<file path="src/rtl/dvs_ravens_pkg.sv">
// Shared DVS/RAVENS constants, AER transmitter state encoding and word-packing helpers.
package dvs_ravens_pkg;

    localparam int unsigned DVS_X_ADDR_BITS = 9;
    localparam int unsigned DVS_Y_ADDR_BITS = 9;
    localparam int unsigned AER_BUS_BITS    = 10;

    typedef enum logic [2:0] {
        TX_IDLE    = 3'd0,
        TX_Y_SETUP = 3'd1,
        TX_Y_REQ   = 3'd2,
        TX_Y_REL   = 3'd3,
        TX_X_SETUP = 3'd4,
        TX_X_REQ   = 3'd5,
        TX_X_REL   = 3'd6
    } aer_tx_state_t;

    typedef struct packed {
        logic [DVS_X_ADDR_BITS-1:0] x;
        logic [DVS_Y_ADDR_BITS-1:0] y;
        logic                       pol;
    } dvs_event_t;

    function automatic logic [AER_BUS_BITS-1:0] aer_y_word(input logic [DVS_Y_ADDR_BITS-1:0] y);
        return AER_BUS_BITS'(y);
    endfunction

    // X address sits above the polarity bit
    function automatic logic [AER_BUS_BITS-1:0] aer_x_word(input logic [DVS_X_ADDR_BITS-1:0] x,
                                                           input logic                       pol);
        return AER_BUS_BITS'({x, pol});
    endfunction

endpackage

</file>
<file path="src/rtl/dvs_sync_ff.sv">
// Parameterised multi-flop synchroniser for asynchronous inputs (e.g. AER ack/req).
module dvs_sync_ff #(
    parameter int unsigned STAGES = 2,
    parameter int unsigned WIDTH  = 1
) (
    input  logic             clk,
    input  logic             rst_n,
    input  logic [WIDTH-1:0] d_i,
    output logic [WIDTH-1:0] q_o
);

    if (STAGES < 2) begin : g_bad_stages
        $error("dvs_sync_ff: STAGES must be >= 2");
    end

    logic [STAGES-1:0][WIDTH-1:0] sync_q;

    always_ff @(posedge clk or negedge rst_n) begin
        if (!rst_n) begin
            sync_q <= '0;
        end else begin
            sync_q <= {sync_q[STAGES-2:0], d_i};
        end
    end

    assign q_o = sync_q[STAGES-1];

endmodule

</file>
<file path="src/rtl/dvs_aer_transmitter.sv">
// AER transmitter: sends each (x, y, polarity) event as a Y word then an X word over four-phase req/ack.
// Optional: define DVS_AER_TX_ROW_SKIP_EN to omit the Y word when the row repeats the last completed one.
module dvs_aer_transmitter
    import dvs_ravens_pkg::*;
#(
    parameter int unsigned SETUP_CYCLES       = 2,
    parameter int unsigned ACK_TIMEOUT_CYCLES = 1024,
    parameter int unsigned SYNC_STAGES        = 2
) (
    input  logic                       clk,
    input  logic                       rst_n,
    input  logic                       in_valid,
    output logic                       in_ready,
    input  logic [DVS_X_ADDR_BITS-1:0] in_x,
    input  logic [DVS_Y_ADDR_BITS-1:0] in_y,
    input  logic                       in_polarity,
    output logic [AER_BUS_BITS-1:0]    aer,
    output logic                       xsel,
    output logic                       req,
    input  logic                       ack,
    output logic                       busy,
    output logic                       timeout_err
);

    localparam int unsigned SET_W = (SETUP_CYCLES > 1) ? $clog2(SETUP_CYCLES) : 1;
    localparam int unsigned TO_W  = (ACK_TIMEOUT_CYCLES > 1) ? $clog2(ACK_TIMEOUT_CYCLES + 1) : 1;

    if (DVS_X_ADDR_BITS > AER_BUS_BITS - 1) begin : g_bad_x
        $error("dvs_aer_transmitter: DVS_X_ADDR_BITS must be <= 9");
    end
    if (DVS_Y_ADDR_BITS > AER_BUS_BITS) begin : g_bad_y
        $error("dvs_aer_transmitter: DVS_Y_ADDR_BITS must be <= 10");
    end
    if (SETUP_CYCLES < 1) begin : g_bad_setup
        $error("dvs_aer_transmitter: SETUP_CYCLES must be >= 1");
    end

    aer_tx_state_t           state_q, state_d;
    dvs_event_t              ev_q, ev_d;
    logic [SET_W-1:0]        set_cnt_q, set_cnt_d;
    logic [TO_W-1:0]         to_cnt_q, to_cnt_d, to_inc;
    logic [AER_BUS_BITS-1:0] aer_q, aer_d;
    logic                    xsel_q, xsel_d;
    logic                    req_q, busy_q, in_ready_q, timeout_err_q;
    logic                    ack_s, skip_c, timeout_c, in_handshake_c;

    dvs_sync_ff #(
        .STAGES(SYNC_STAGES),
        .WIDTH (1)
    ) u_ack_sync (
        .clk  (clk),
        .rst_n(rst_n),
        .d_i  (ack),
        .q_o  (ack_s)
    );

`ifdef DVS_AER_TX_ROW_SKIP_EN
    logic [DVS_Y_ADDR_BITS-1:0] last_y_q;
    logic                       row_valid_q;
    logic                       row_done_c;

    assign row_done_c = (state_q == TX_X_REL) && !ack_s;
    assign skip_c     = row_valid_q && (in_y == last_y_q);

    // Row is remembered only once an X word has fully completed its handshake
    always_ff @(posedge clk or negedge rst_n) begin
        if (!rst_n) begin
            last_y_q    <= '0;
            row_valid_q <= 1'b0;
        end else if (timeout_c) begin
            row_valid_q <= 1'b0;
        end else if (row_done_c) begin
            last_y_q    <= ev_q.y;
            row_valid_q <= 1'b1;
        end
    end
`else
    assign skip_c = 1'b0;
`endif

    always_comb begin
        state_d        = state_q;
        ev_d           = ev_q;
        aer_d          = aer_q;
        xsel_d         = xsel_q;
        timeout_c      = 1'b0;
        in_handshake_c = 1'b0;
        to_inc         = to_cnt_q + TO_W'(1);

        unique case (state_q)
            TX_IDLE: begin
                if (in_valid && in_ready_q) begin
                    ev_d    = '{x: in_x, y: in_y, pol: in_polarity};
                    state_d = skip_c ? TX_X_SETUP : TX_Y_SETUP;
                end
            end
            TX_Y_SETUP: if (set_cnt_q == SET_W'(SETUP_CYCLES - 1)) state_d = TX_Y_REQ;
            TX_Y_REQ: begin
                in_handshake_c = 1'b1;
                if (ack_s) state_d = TX_Y_REL;
            end
            TX_Y_REL: begin
                in_handshake_c = 1'b1;
                if (!ack_s) state_d = TX_X_SETUP;
            end
            TX_X_SETUP: if (set_cnt_q == SET_W'(SETUP_CYCLES - 1)) state_d = TX_X_REQ;
            TX_X_REQ: begin
                in_handshake_c = 1'b1;
                if (ack_s) state_d = TX_X_REL;
            end
            TX_X_REL: begin
                in_handshake_c = 1'b1;
                if (!ack_s) state_d = TX_IDLE;
            end
            default: state_d = TX_IDLE;
        endcase

        // A stalled responder abandons the event; a handshake edge in the same cycle wins
        if ((ACK_TIMEOUT_CYCLES != 0) && in_handshake_c && (state_d == state_q) &&
            (to_inc == TO_W'(ACK_TIMEOUT_CYCLES))) begin
            timeout_c = 1'b1;
            state_d   = TX_IDLE;
        end

        set_cnt_d = (state_d != state_q) ? '0 :
                    ((state_q == TX_Y_SETUP) || (state_q == TX_X_SETUP)) ? set_cnt_q + SET_W'(1) : set_cnt_q;
        to_cnt_d  = (state_d != state_q) ? '0 : (in_handshake_c ? to_inc : to_cnt_q);

        if (state_d != state_q) begin
            if (state_d == TX_Y_SETUP) begin
                aer_d  = aer_y_word(ev_d.y);
                xsel_d = 1'b0;
            end else if (state_d == TX_X_SETUP) begin
                aer_d  = aer_x_word(ev_d.x, ev_d.pol);
                xsel_d = 1'b1;
            end
        end
    end

    always_ff @(posedge clk or negedge rst_n) begin
        if (!rst_n) begin
            state_q       <= TX_IDLE;
            ev_q          <= '0;
            set_cnt_q     <= '0;
            to_cnt_q      <= '0;
            aer_q         <= '0;
            xsel_q        <= 1'b0;
            req_q         <= 1'b0;
            busy_q        <= 1'b0;
            in_ready_q    <= 1'b0;
            timeout_err_q <= 1'b0;
        end else begin
            state_q       <= state_d;
            ev_q          <= ev_d;
            set_cnt_q     <= set_cnt_d;
            to_cnt_q      <= to_cnt_d;
            aer_q         <= aer_d;
            xsel_q        <= xsel_d;
            req_q         <= (state_d == TX_Y_REQ) || (state_d == TX_X_REQ);
            busy_q        <= (state_d != TX_IDLE);
            in_ready_q    <= (state_d == TX_IDLE);
            timeout_err_q <= timeout_c;
        end
    end

    assign in_ready    = in_ready_q;
    assign aer         = aer_q;
    assign xsel        = xsel_q;
    assign req         = req_q;
    assign busy        = busy_q;
    assign timeout_err = timeout_err_q;

endmodule

</file>
<file path="config.mk">
export PLATFORM = sky130hd
export DESIGN_NAME = dvs_aer_transmitter
export DESIGN_NICKNAME = d
export VERILOG_FILES = /design/src/rtl/dvs_ravens_pkg.sv /design/src/rtl/dvs_sync_ff.sv /design/src/rtl/dvs_aer_transmitter.sv
export SDC_FILE = /design/constraint.sdc
export NUM_CORES = 1
export LEC_CHECK = 0
export BUFFER_PORTS_ARGS = -buffer_cell sky130_fd_sc_hd__buf_2
export CAP_MARGIN = 20
export CORE_ASPECT_RATIO = 1.25
export CORE_MARGIN = 3
export CORE_UTILIZATION = 39
export CTS_CLUSTER_SIZE = 8
export DETAILED_ROUTE_END_ITERATION = 7
export GPL_TIMING_DRIVEN = 0
export PLACE_DENSITY = 0.56
export SETUP_SLACK_MARGIN = 0.2
export SYNTH_ARGS = -nofsm -noshare
export SYNTH_HDL_FRONTEND = slang
export SYNTH_SLANG_ARGS = --single-unit
</file>
<file path="constraint.sdc">
create_clock -name clk -period 6.4 [get_ports clk]
set_input_delay 0.96 -clock clk [delete_from_list [all_inputs] [get_ports clk]]
set_output_delay 0.96 -clock clk [all_outputs]
set_load 0.01 [all_outputs]
</file>
==> impl_results.md, run 1 <==
* Kind of critical path: reg2reg
* # resized after CTS at 0
* Fin crit period at 3.21 ns
* Synth Area per Inst at 11.3 sq um
* HP Class: reg2reg
* Clock tree sinks at 51
* Seq/Total Area, Yosys at 50.5%
* WP data arrival at 3.44 ns
* Synth unique cells at 47
* PortBufs at 37
* Post-DP HPWL at 3.51 mm
* Setup TNS at 0 ns
* Post-Syn Nets at 249
* Die height at 96.0 microns
* I/O Pins at 38
* Clock-pin slew on the worst setup and hold paths at 0.09 ns
* Htree depth at 2
* Slew of the pin with the lowest slew margin at 0.702 ns
* Worst skew pair latency at 0.30 ns
* Vias at 1750
* Max Freq at 311 MHz
* Crit path required time at 6.63 ns
* WHS at 0.359 ns
* Peak per-stage delay on the critical path at 0.58 ns
* RSZ-0062 raised after global routing: no
* Clock tree buffer depth at 2
* VDD IR max at 0.245 mV
* Fraction of registers with async set/reset at 100%
* Post-Route WL at 4.88 mm
* Synthesis-to-layout area growth at 17.6%
* GPL Wtd Cong at 0.726
* FP Rows at 32
* Via density per instance at 4.93
* First-pass GRT wire length at 8.44 mm
* Initial core utilization at 40.5%
* # fillers at 625
* Overflow left after global routing at 0
* Status: completed
* Placed instance count at 347
* Mapped cell area at 0.00253 sq mm
* Final Hold Fails at 0
* Vias in the first global route at 1752
* Setup Skew at 0.00310 ns
* Max-Cap Viols at 0
* Yosys warnings at 0
* Initial antenna violation count at 0
* Layout Cells excl Fill at 355
* CP cell instances: ha_1 -> or4_4 -> a21oi_2 -> o2111ai_2 -> or4b_4 -> a211oi_1 -> o211a_1 -> buf_6 -> mux2i_1
* EDFF count, synth at 0
* Slew Limit Headroom at 52.9%
* Lkg Pwr at 1.41 nW
* Die Width at 78.0 microns
* Drt wl/cell at 13.7 microns
* Share of cells above drive strength 1 at 29.3%
* Total Routing Usage GR at 14.3%
* Cts hold-fix bufs at 0
* Antenna Nets Post-Route at 0
* Pwr dens at 444 mW/mm^2
* # DRC at 0
* Post-synthesis register bit count at 51
* Reg area at 0.00128 sq mm
* Synth Flop Type: dfrtp_1
* Worst Path Max Fanout at 10
* Area occupied by multi-input gates at 0.00114 sq mm
* Initial drt markers at 111
* Fin crit share at 50.2%
* Total Die Area at 0.00749 sq mm
* Setup violators final at 0
* Crit-path slowest cell: or4b_4
* Final core utilization at 47.6%
* Clock tree from TritonCTS: yes
* DRT Pass-1 Iters at 4
* # diodes at 0
* Startpoint types: register
* Worst Setup End Kind: register
* Clk root buf: clkbuf_8
* # nets final at 294
* Num CTS Buffers at 5
* Pin count of the biggest net entering global routing at 38
* Slew Viols, Final at 0
* Number of setup buffers added after CTS at 0
* Core Box Area at 0.00625 sq mm
* Syn Inst Count at 224
## worst paths after layout
check	from	endpoint	slack [ns]	depth (start not counted)
worst max-delay path	to_cnt_q[0]$_DFFE_PN0P_	aer[4]$_DFFE_PN0P_	3.19	9
worst min-delay path	u_ack_sync.sync_q[0]$_DFF_PN0_	u_ack_sync.q_o$_DFF_PN0_	0.36	0
worst max register to register	to_cnt_q[0]$_DFFE_PN0P_	aer[4]$_DFFE_PN0P_	3.19	9
min in group asynchronous	rst_n	state_q[0]$_DFF_PN0_	0.57	1
max in group asynchronous	rst_n	ev_q[16]$_DFF_PN0_	5.32	2
worst min register to register	u_ack_sync.sync_q[0]$_DFF_PN0_	u_ack_sync.q_o$_DFF_PN0_	0.36	0
## layout by cell type (no fill, tap or decap), types with 2 or more instances in the layout
master and n:
dfrtp_1 51, buf_2 39, nor2_1 21, mux2i_1 21, mux2_2 19, nand2_1 15
inv_1 13, xnor2_1 10, xor2_1 7, clkbuf_1 6, and3_1 5, clkbuf_8 5
nand4_1 4, nand3_1 3, nor2b_1 3, nand2b_1 3, buf_6 2, and4_1 2
and3_2 2, a211oi_1 2, a31oi_1 2, or4_1 2, nor3_1 2, o21a_1 2
o21ai_0 2, ha_1 2, bufinv_16 2
## final cells by class
class,count,share of cell area (%)
Clock inverter,2,2.02
Tap cell,85,3.58
Sequential cell,51,42.9
Inverter,14,1.77
Clock buffer,6,2.44
Buffer,11,2.02
Timing Repair Buffer,38,6.91
Multi-Input combinational cell,148,38.3
## registers in the layout (all words and copies together), names as in the netlist
name	cells
state_q	3
u_ack_sync.sync_q	1
timeout_err	1
busy	1
req	1
in_ready	1
to_cnt_q	11
ev_q	19
aer	10
set_cnt_q	1
u_ack_sync.q_o	1
xsel	1
## worst max-delay path: cells and delay by family, from the launching register on
kind / cells / cell delay (ns)
AO/OA/AOI/OAI: 4 / 0.82
AND/OR/NAND/NOR: 2 / 1.14
buffers and inverters: 1 / 0.19
adder cells (fa/ha/maj): 1 / 0.31
flip-flops: 1 / 0.46
multiplexers: 1 / 0.20
## metal layers
metal | vias to the layer above | routed length (microns) | GRT usage (%)
li1 | 867 | - | -
met1 | 842 | 2240 | 18.5
met2 | 33 | 2330 | 23.2
met3 | 8 | 215 | 3.37
met4 | 0 | 102 | 5.54
met5 | - | 0 | 0
## stage by stage
| stage | total power [W] | worst slack (ns) | instance area (sq um) |
|---|---|---|---|
| CTS | 0.00135 | 3.17 | 2970 |
| finish | 0.00132 | 3.19 | 2970 |
| floorplan | 0.000922 | 3.47 | 2530 |
| global placement | 0.00106 | 3.24 | 2820 |
| global route | 0.00143 | 2.98 | 2970 |
| detailed placement | 0.00108 | 3.20 | 2840 |
## cell usage after synthesis (3+ instances only)
master	number	area, sq um
nand2_1	15	56.3
mux2i_1	21	210
mux2_2	19	214
nand2b_1	3	18.8
nand4_1	4	25.0
nor2_1	21	78.8
xnor2_1	10	87.6
xor2_1	7	61.3
dfrtp_1	51	1280
clkbuf_1	5	18.8
nand3_1	3	15.0
and3_1	5	31.3
inv_1	13	48.8
nor2b_1	3	18.8
## report_power, final
part	total, W	internal, W	switching [W]
Combinational	0.000564	0.000262	0.000302
Sequential	0.000494	0.000445	0.0000491
Clock	0.000261	0.000156	0.000105
Total	0.00132	0.000863	0.000456
## kinds of logic (layout without fill, tap and decap cells)
group                    Yosys count  in the layout  share of synthesized area [%]
XOR/XNOR                          17             17                           5.89
adder cells (fa/ha/maj)            2              2                          0.990
AO/OA/AOI/OAI                     21             21                           7.03
AND/OR/NAND/NOR                   68             68                           14.4
flip-flops                        51             51                           50.5
multiplexers                      40             40                           16.8
buffers and inverters             25             71                           4.46
(Power assumes the default switching activity.)
==> run 2: changes to the inputs <==
ABC_AREA = 1   (was unset)
clock period = 3.1 ns   (was 6.4 ns; I/O delays follow)
==> impl_results.md, run 2 <==
* Status: completed
* Design area at 0.00316 sq mm (+6.4%)
* Synth unique cells at 27 (-43%)
* Placed Area at 0.00304 sq mm (+7.1%)
* Die Width at 80.8 microns (+3.5%)
* Largest Register: ev_q
* DRT Pass-1 Iters at 4 (unchanged)
* I/O Pins at 38 (unchanged)
* Vias in the first global route at 2425 (+38%)
* Post-synthesis register bit count at 51 (unchanged)
* Max-Cap Viols at 0 (unchanged)
* FF-to-FF End: xsel$_DFFE_PN0P_
* Pwr dens at 1010 mW/mm^2 (+130%)
* Clk root buf: clkbuf_8
* Num CTS Buffers at 5 (unchanged)
* R2r startpoint: to_cnt_q[0]$_DFFE_PN0P_
* # resized after CTS at 0 (unchanged)
* # diodes at 0 (unchanged)
* FP Rows at 33 (+3.1%)
* Fin crit share at 79.5% (+29 points)
* GPL Wtd Cong at 0.821 (+13%)
* Pin count of the biggest net entering global routing at 40 (+5.3%)
* Share of cells above drive strength 1 at 17.6% (-12 points)
* Cts hold-fix bufs at 0 (unchanged)
* Post-DP HPWL at 4.47 mm (+27%)
* RSZ-0062 raised after global routing: no
* WP data arrival at 2.66 ns (-0.78 ns)
* PortBufs at 37 (unchanged)
* Setup Skew at 0.00460 ns (+0.00150 ns)
* Htree depth at 2 (unchanged)
* Synth Area per Inst at 7.29 sq um (-35%)
* EDFF count, synth at 0 (unchanged)
* Lkg Pwr at 1.74 nW (+23%)
* Synth top cells by count: 156 x nand2_1, 51 x dfrtp_1, 40 x inv_1
* Worst Setup End Kind: register
* Most common cell in the synthesized netlist: nand2_1
* Clock tree from TritonCTS: yes
* Drt wl/cell at 12.1 microns (-12%)
* Most common cell after layout, fill and taps aside: nand2_1
* Clock tree sinks at 51 (unchanged)
* Synthesis-to-layout area growth at 16.0%
* Kind of critical path: reg2reg
* Slew Viols, Final at 0 (unchanged)
* VDD IR max at 0.469 mV (+91%)
* Max reg flops at 19 (unchanged)
* Overflow left after global routing at 0 (unchanged)
* Syn Inst Count at 374 (+67%)
* HP Class: in2async
* Core Box Area at 0.00669 sq mm (+7.1%)
* Initial drt markers at 124 (+12%)
* Startpoint types: register
* Die height at 99.5 microns (+3.6%)
* Total Routing Usage GR at 16.9% (+2.6 points)
* Via density per instance at 4.69 (-4.9%)
* Final worst slack at 0.636 ns (-2.55 ns)
* # nets final at 444 (+51%)
* Most frequent cells in the layout: 156 x nand2_1, 51 x dfrtp_1, 40 x inv_1
* Setup TNS at 0 ns (unchanged)
* Post-Syn Nets at 399 (+60%)
* Worst skew pair latency at 0.30 ns (about the same)
* R2R depth at 15 (+6)
* Slew of the pin with the lowest slew margin at 0.533 ns (-0.169 ns)
* Crit path required time at 3.30 ns (-3.33 ns)
* Dominant cell type by area after synthesis: dfrtp_1
* Mapped cell area at 0.00273 sq mm (+7.8%)
* Fraction of registers with async set/reset at 100% (unchanged)
* Final Hold Fails at 0 (unchanged)
* Layout Cells excl Fill at 507 (+43%)
* Top post-synthesis cells by area: dfrtp_1 47%, nand2_1 21%, inv_1 5.5%
* Total Die Area at 0.00803 sq mm (+7.3%)
* # DRC at 0 (unchanged)
* Vias at 2378 (+36%)
* Slew Limit Headroom at 64.5% (+12 points)
* Yosys top cell area share at 46.8% (-3.7 points)
* Synth Flop Type: dfrtp_1
* Post-Route WL at 6.13 mm (+26%)
* First-pass GRT wire length at 10.7 mm (+27%)
* Max Freq at 406 MHz (+30%)
* Pre-CTS WS at 0.643 ns (-2.56 ns)
* Worst Path Max Fanout at 10 (unchanged)
* Worst reg-to-reg setup slack at 0.64 ns (-2.55 ns)
* Initial antenna violation count at 0 (unchanged)
* Yosys warnings at 0 (unchanged)
* Placed instance count at 499 (+44%)
* Number of setup buffers added after CTS at 0 (unchanged)
* Setup violators final at 0 (unchanged)
* Seq/Total Area, Yosys at 46.8% (-3.7 points)
* Clock tree buffer depth at 2 (unchanged)
* Initial core utilization at 40.7% (+0.28 points)
* Clock-pin slew on the worst setup and hold paths at 0.10 ns (about the same)
* Antenna Nets Post-Route at 0 (unchanged)
* Fin crit period at 2.46 ns (-0.747 ns)
run 2: changes by cell type after synthesis, moves of 5 or more:
cell	before	now
and2_1	0	9
nand3_1	3	14
nor2_1	21	32
mux2i_1	21	0
nor2_2	0	6
xor2_1	7	1
and3_1	5	0
o21ai_0	2	21
inv_1	13	40
mux2_2	19	0
nand2_1	15	156
xnor2_1	10	0
run 2: how the worst max path moves through the flow:
stage | from | to
final | to_cnt_q[0]$_DFFE_PN0P_ | xsel$_DFFE_PN0P_
after global routing | to_cnt_q[0]$_DFFE_PN0P_ | aer[6]$_DFFE_PN0P_
after CTS | to_cnt_q[0]$_DFFE_PN0P_ | xsel$_DFFE_PN0P_
after detailed placement | to_cnt_q[0]$_DFFE_PN0P_ | to_cnt_q[3]$_DFFE_PN0P_
after global placement | to_cnt_q[0]$_DFFE_PN0P_ | aer[6]$_DFFE_PN0P_
after floorplan | to_cnt_q[0]$_DFFE_PN0P_ | aer[0]$_DFFE_PN0P_
run 2: kinds of logic after synthesis:
logic type | Yosys count | synth area share, %
DFF | 51 | 46.8
buffers and inverters | 56 | 8.77
and+or+nand+nor | 238 | 38.2
adders and majority gates | 2 | 0.918
xor gates and xnor gates | 1 | 0.321
AOI/OAI and AO/OA | 26 | 4.96
run 2: routing by layer:
layer  vias up  GRT usage (%)  routed length [microns]
li1       1235              -                        -
met3         6           2.99                      183
met2        39           29.3                     3080
met5         -              0                        0
met1      1098           21.2                     2790
met4         0           5.20                       76
run 2: final cells by class:
class	count	area [sq um]
Clock inverter	2	38.8
Multi-Input combinational cell	267	1210
Fill cell	709	3530
Tap cell	87	109
Buffer	10	66.3
Timing Repair Buffer	38	205
Inverter	46	173
Clock buffer	6	82.6
Sequential cell	51	1280
run 2: stage by stage:
stage	power [W]	hold WS (ns)	utilization, %
floorplan	0.00226	0.169	-
global placement	0.00269	0.344	45.1
detailed placement	0.00272	0.346	45.4
CTS	0.00324	0.0539	47.3
global route	0.00353	0.0495	47.3
finish	0.00318	0.0482	47.3
run 2: worst max-delay path, stage by stage, from the launching register on:
cell	delay [ns]
dfrtp_1	0.45
ha_1	0.22
nand2_1	0.09
nor2_2	0.20
nand2_1	0.09
xor2_1	0.24
nand3_1	0.13
nor2_2	0.16
nand2_4	0.09
nand3_1	0.07
nand2_1	0.06
nand2_1	0.19
nand2_4	0.09
buf_6	0.16
nand2_1	0.06
nand2_1	0.05
run 2: report_power, final:
| group | switching [W] | total [W] | internal (W) |
|---|---|---|---|
| clock network | 0.000238 | 0.000504 | 0.000266 |
| registers | 0.000108 | 0.00102 | 0.000911 |
| logic | 0.00110 | 0.00166 | 0.000565 |
| total | 0.00144 | 0.00318 | 0.00174 |
==> run 3: changes to the inputs <==
ABC_AREA = 0   (was 1)
PLACE_DENSITY = 0.58   (was 0.56)
clock period = 2.05 ns   (was 3.1 ns; I/O delays follow)
==> impl_results.md, run 3 (same netlist as run 1, synthesis figures left out) <==
* Status: complete, but fails checks
* Failing checks: negative setup slack
* HP Class: in2reg
* Clock tree buffer depth at 2 (unchanged)
* Fin crit period at 2.80 ns (+0.341 ns)
* Clock tree from TritonCTS: yes
* Post-DP HPWL at 3.53 mm (-21%)
* # fillers at 572 (-19%)
* Overflow left after global routing at 0 (unchanged)
* Design area at 0.00321 sq mm (+1.4%)
* Total Routing Usage GR at 15.2% (-1.7 points)
* # diodes at 0 (unchanged)
* Startpoint types: register
* Most frequent cells in the layout: 49 x dfrtp_1, 39 x buf_2, 21 x mux2i_1
* CP cell instances: ha_4 -> or4_4 -> a21oi_4 -> o2111ai_2 -> or4b_4 -> and3_4 -> o211a_4 -> buf_12 -> o21a_1
* Slew Viols, Final at 0 (unchanged)
* Antenna Nets Post-Route at 0 (unchanged)
* WHS at 0.106 ns (+0.0582 ns)
* Setup violators final at 29 (+29)
* Die height at 96.0 microns (-3.5%)
* Clock tree sinks at 51 (unchanged)
* Reg area at 0.00128 sq mm (+0.20%)
* First-pass GRT wire length at 9.02 mm (-16%)
* Vias at 1837 (-23%)
* FP Rows at 32 (-3.0%)
* WP data arrival at 3.01 ns (+0.35 ns)
* PortBufs at 37 (unchanged)
* Pwr dens at 1370 mW/mm^2 (+36%)
* # nets final at 307 (-31%)
* DRT Pass-1 Iters at 4 (unchanged)
* Htree depth at 2 (unchanged)
* Crit-path slowest cell: or4b_4
* Post-Route WL at 5.21 mm (-15%)
* Fin crit share at 137% (+57 points)
* Via density per instance at 4.99 (+6.4%)
* Total Die Area at 0.00749 sq mm (-6.8%)
* # DRC at 0 (unchanged)
* Worst Setup End Kind: register
* Placed Area at 0.00288 sq mm (-5.1%)
* Area occupied by multi-input gates at 0.00124 sq mm (+2.7%)
* Peak per-stage delay on the critical path at 0.54 ns (+0.09 ns)
* Pin count of the biggest net entering global routing at 37 (-7.5%)
* Initial core utilization at 40.5% (-0.28 points)
* Worst Path Max Fanout at 10 (unchanged)
* Layout Cells excl Fill at 368 (-27%)
* Lkg Pwr at 1.47 nW (-15%)
* Initial drt markers at 157 (+27%)
* Max reg flops at 19 (unchanged)
* Slew of the pin with the lowest slew margin at 0.756 ns (+0.223 ns)
* Final worst slack at -0.755 ns (-1.39 ns)
* Die Width at 78.0 microns (-3.4%)
* VDD IR max at 0.692 mV (+48%)
* Num CTS Buffers at 5 (unchanged)
* GPL Wtd Cong at 0.805 (-2.0%)
* Kind of critical path: reg2reg
* Final Hold Fails at 0 (unchanged)
* Core Box Area at 0.00625 sq mm (-6.6%)
* Max-Cap Viols at 0 (unchanged)
* Worst skew pair latency at 0.31 ns (about the same)
* RSZ-0062 raised after global routing: yes
* Setup Skew at 0.00569 ns (+0.00109 ns)
* Clk root buf: clkbuf_8
* Crit path required time at 2.26 ns (-1.04 ns)
* Synthesis-to-layout area growth at 26.8%
* Initial antenna violation count at 0 (unchanged)
* Placed instance count at 347 (-30%)
* Pre-CTS WS at -0.912 ns (-1.55 ns)
* Drt wl/cell at 14.1 microns (+17%)
* Vias in the first global route at 1880 (-22%)
* Largest Register: ev_q
* Most common cell after layout, fill and taps aside: dfrtp_1
* Slew Limit Headroom at 49.3% (-15 points)
* I/O Pins at 38 (unchanged)
* Clock-pin slew on the worst setup and hold paths at 0.10 ns (about the same)
* Share of cells above drive strength 1 at 39.9% (+22 points)
* Max Freq at 357 MHz (-12%)
[run 3: cell count changes in the layout (fill, tap and decap cells not counted), sizes merged, moves of 10 or more]
cell   previous run  this run
xnor2             0        10
mux2i             0        21
o21ai            21         2
buf              43        55
nand3            18         3
mux2              0        19
nor2             39        21
inv              45        16
nand2           162        15
[run 3: area by class of cell]
class                   instances  share of cell area [%]
plain buffers                  11                    3.08
repair buffers                 51                    10.5
well taps                      85                    3.32
flip-flops and latches         51                    39.9
multi-input cells             148                    38.8
clock buffers                   5                    2.15
clock inverters                 3                   0.703
inverters                      14                    1.64
[run 3: worst max-delay path, delay by kind of cell, from the launching register on]
| family | cells | cell delay, ns |
|---|---|---|
| adders and majority gates | 1 | 0.17 |
| buffers and inverters | 1 | 0.15 |
| AOI/OAI and AO/OA | 4 | 0.67 |
| DFF | 1 | 0.44 |
| and+or+nand+nor | 3 | 1.26 |
[run 3: report_power, final]
group | switching [W] | total, W | internal [W]
clock network | 0.000371 | 0.000619 | 0.000248
registers | 0.000150 | 0.00154 | 0.00139
logic | 0.00110 | 0.00223 | 0.00114
total | 0.00162 | 0.00439 | 0.00278
[run 3: path summary, 6_finish.rpt]
path | start | end | slack, ns | depth (start not counted)
max reg2reg | to_cnt_q[1]$_DFFE_PN0P_ | xsel$_DFFE_PN0P_ | -0.75 | 9
max in group asynchronous | rst_n | to_cnt_q[1]$_DFFE_PN0P_ | 1.07 | 3
min reg2reg | u_ack_sync.sync_q[0]$_DFF_PN0_ | u_ack_sync.q_o$_DFF_PN0_ | 0.37 | 0
min | ack | u_ack_sync.sync_q[0]$_DFF_PN0_ | 0.11 | 1
min in group asynchronous | rst_n | to_cnt_q[10]$_DFFE_PN0P_ | 0.46 | 2
max | to_cnt_q[1]$_DFFE_PN0P_ | xsel$_DFFE_PN0P_ | -0.75 | 9
[run 3: what timing repair did]
item,in CTS,in global routing
pin swaps,3,1
buffers inserted,11,0
endpoints found under the hold margin,15,0
setup endpoints to repair,49,30
hold buffers,1,0
gates cloned,1,0
resized for setup,22,7
[run 3: metal layers]
layer / wire length, microns / track usage [%] / vias to the layer above
met4: 102 / 5.54 / 0
li1: - / - / 897
met5: 0 / 0 / -
met2: 2510 / 25.1 / 38
met1: 2340 / 19.5 / 892
met3: 252 / 3.65 / 10
[run 3: per-stage QoR]
step           power [W]  setup TNS (ns)  util (%)
6_report         0.00439          -17.00      51.3
5_1_grt          0.00471          -19.63      51.3
4_1_cts          0.00440          -16.67      50.9
3_5_place_dp     0.00347          -18.64      46.2
3_3_place_gp     0.00343          -18.32      45.8
2_1_floorplan    0.00298          -12.33         -
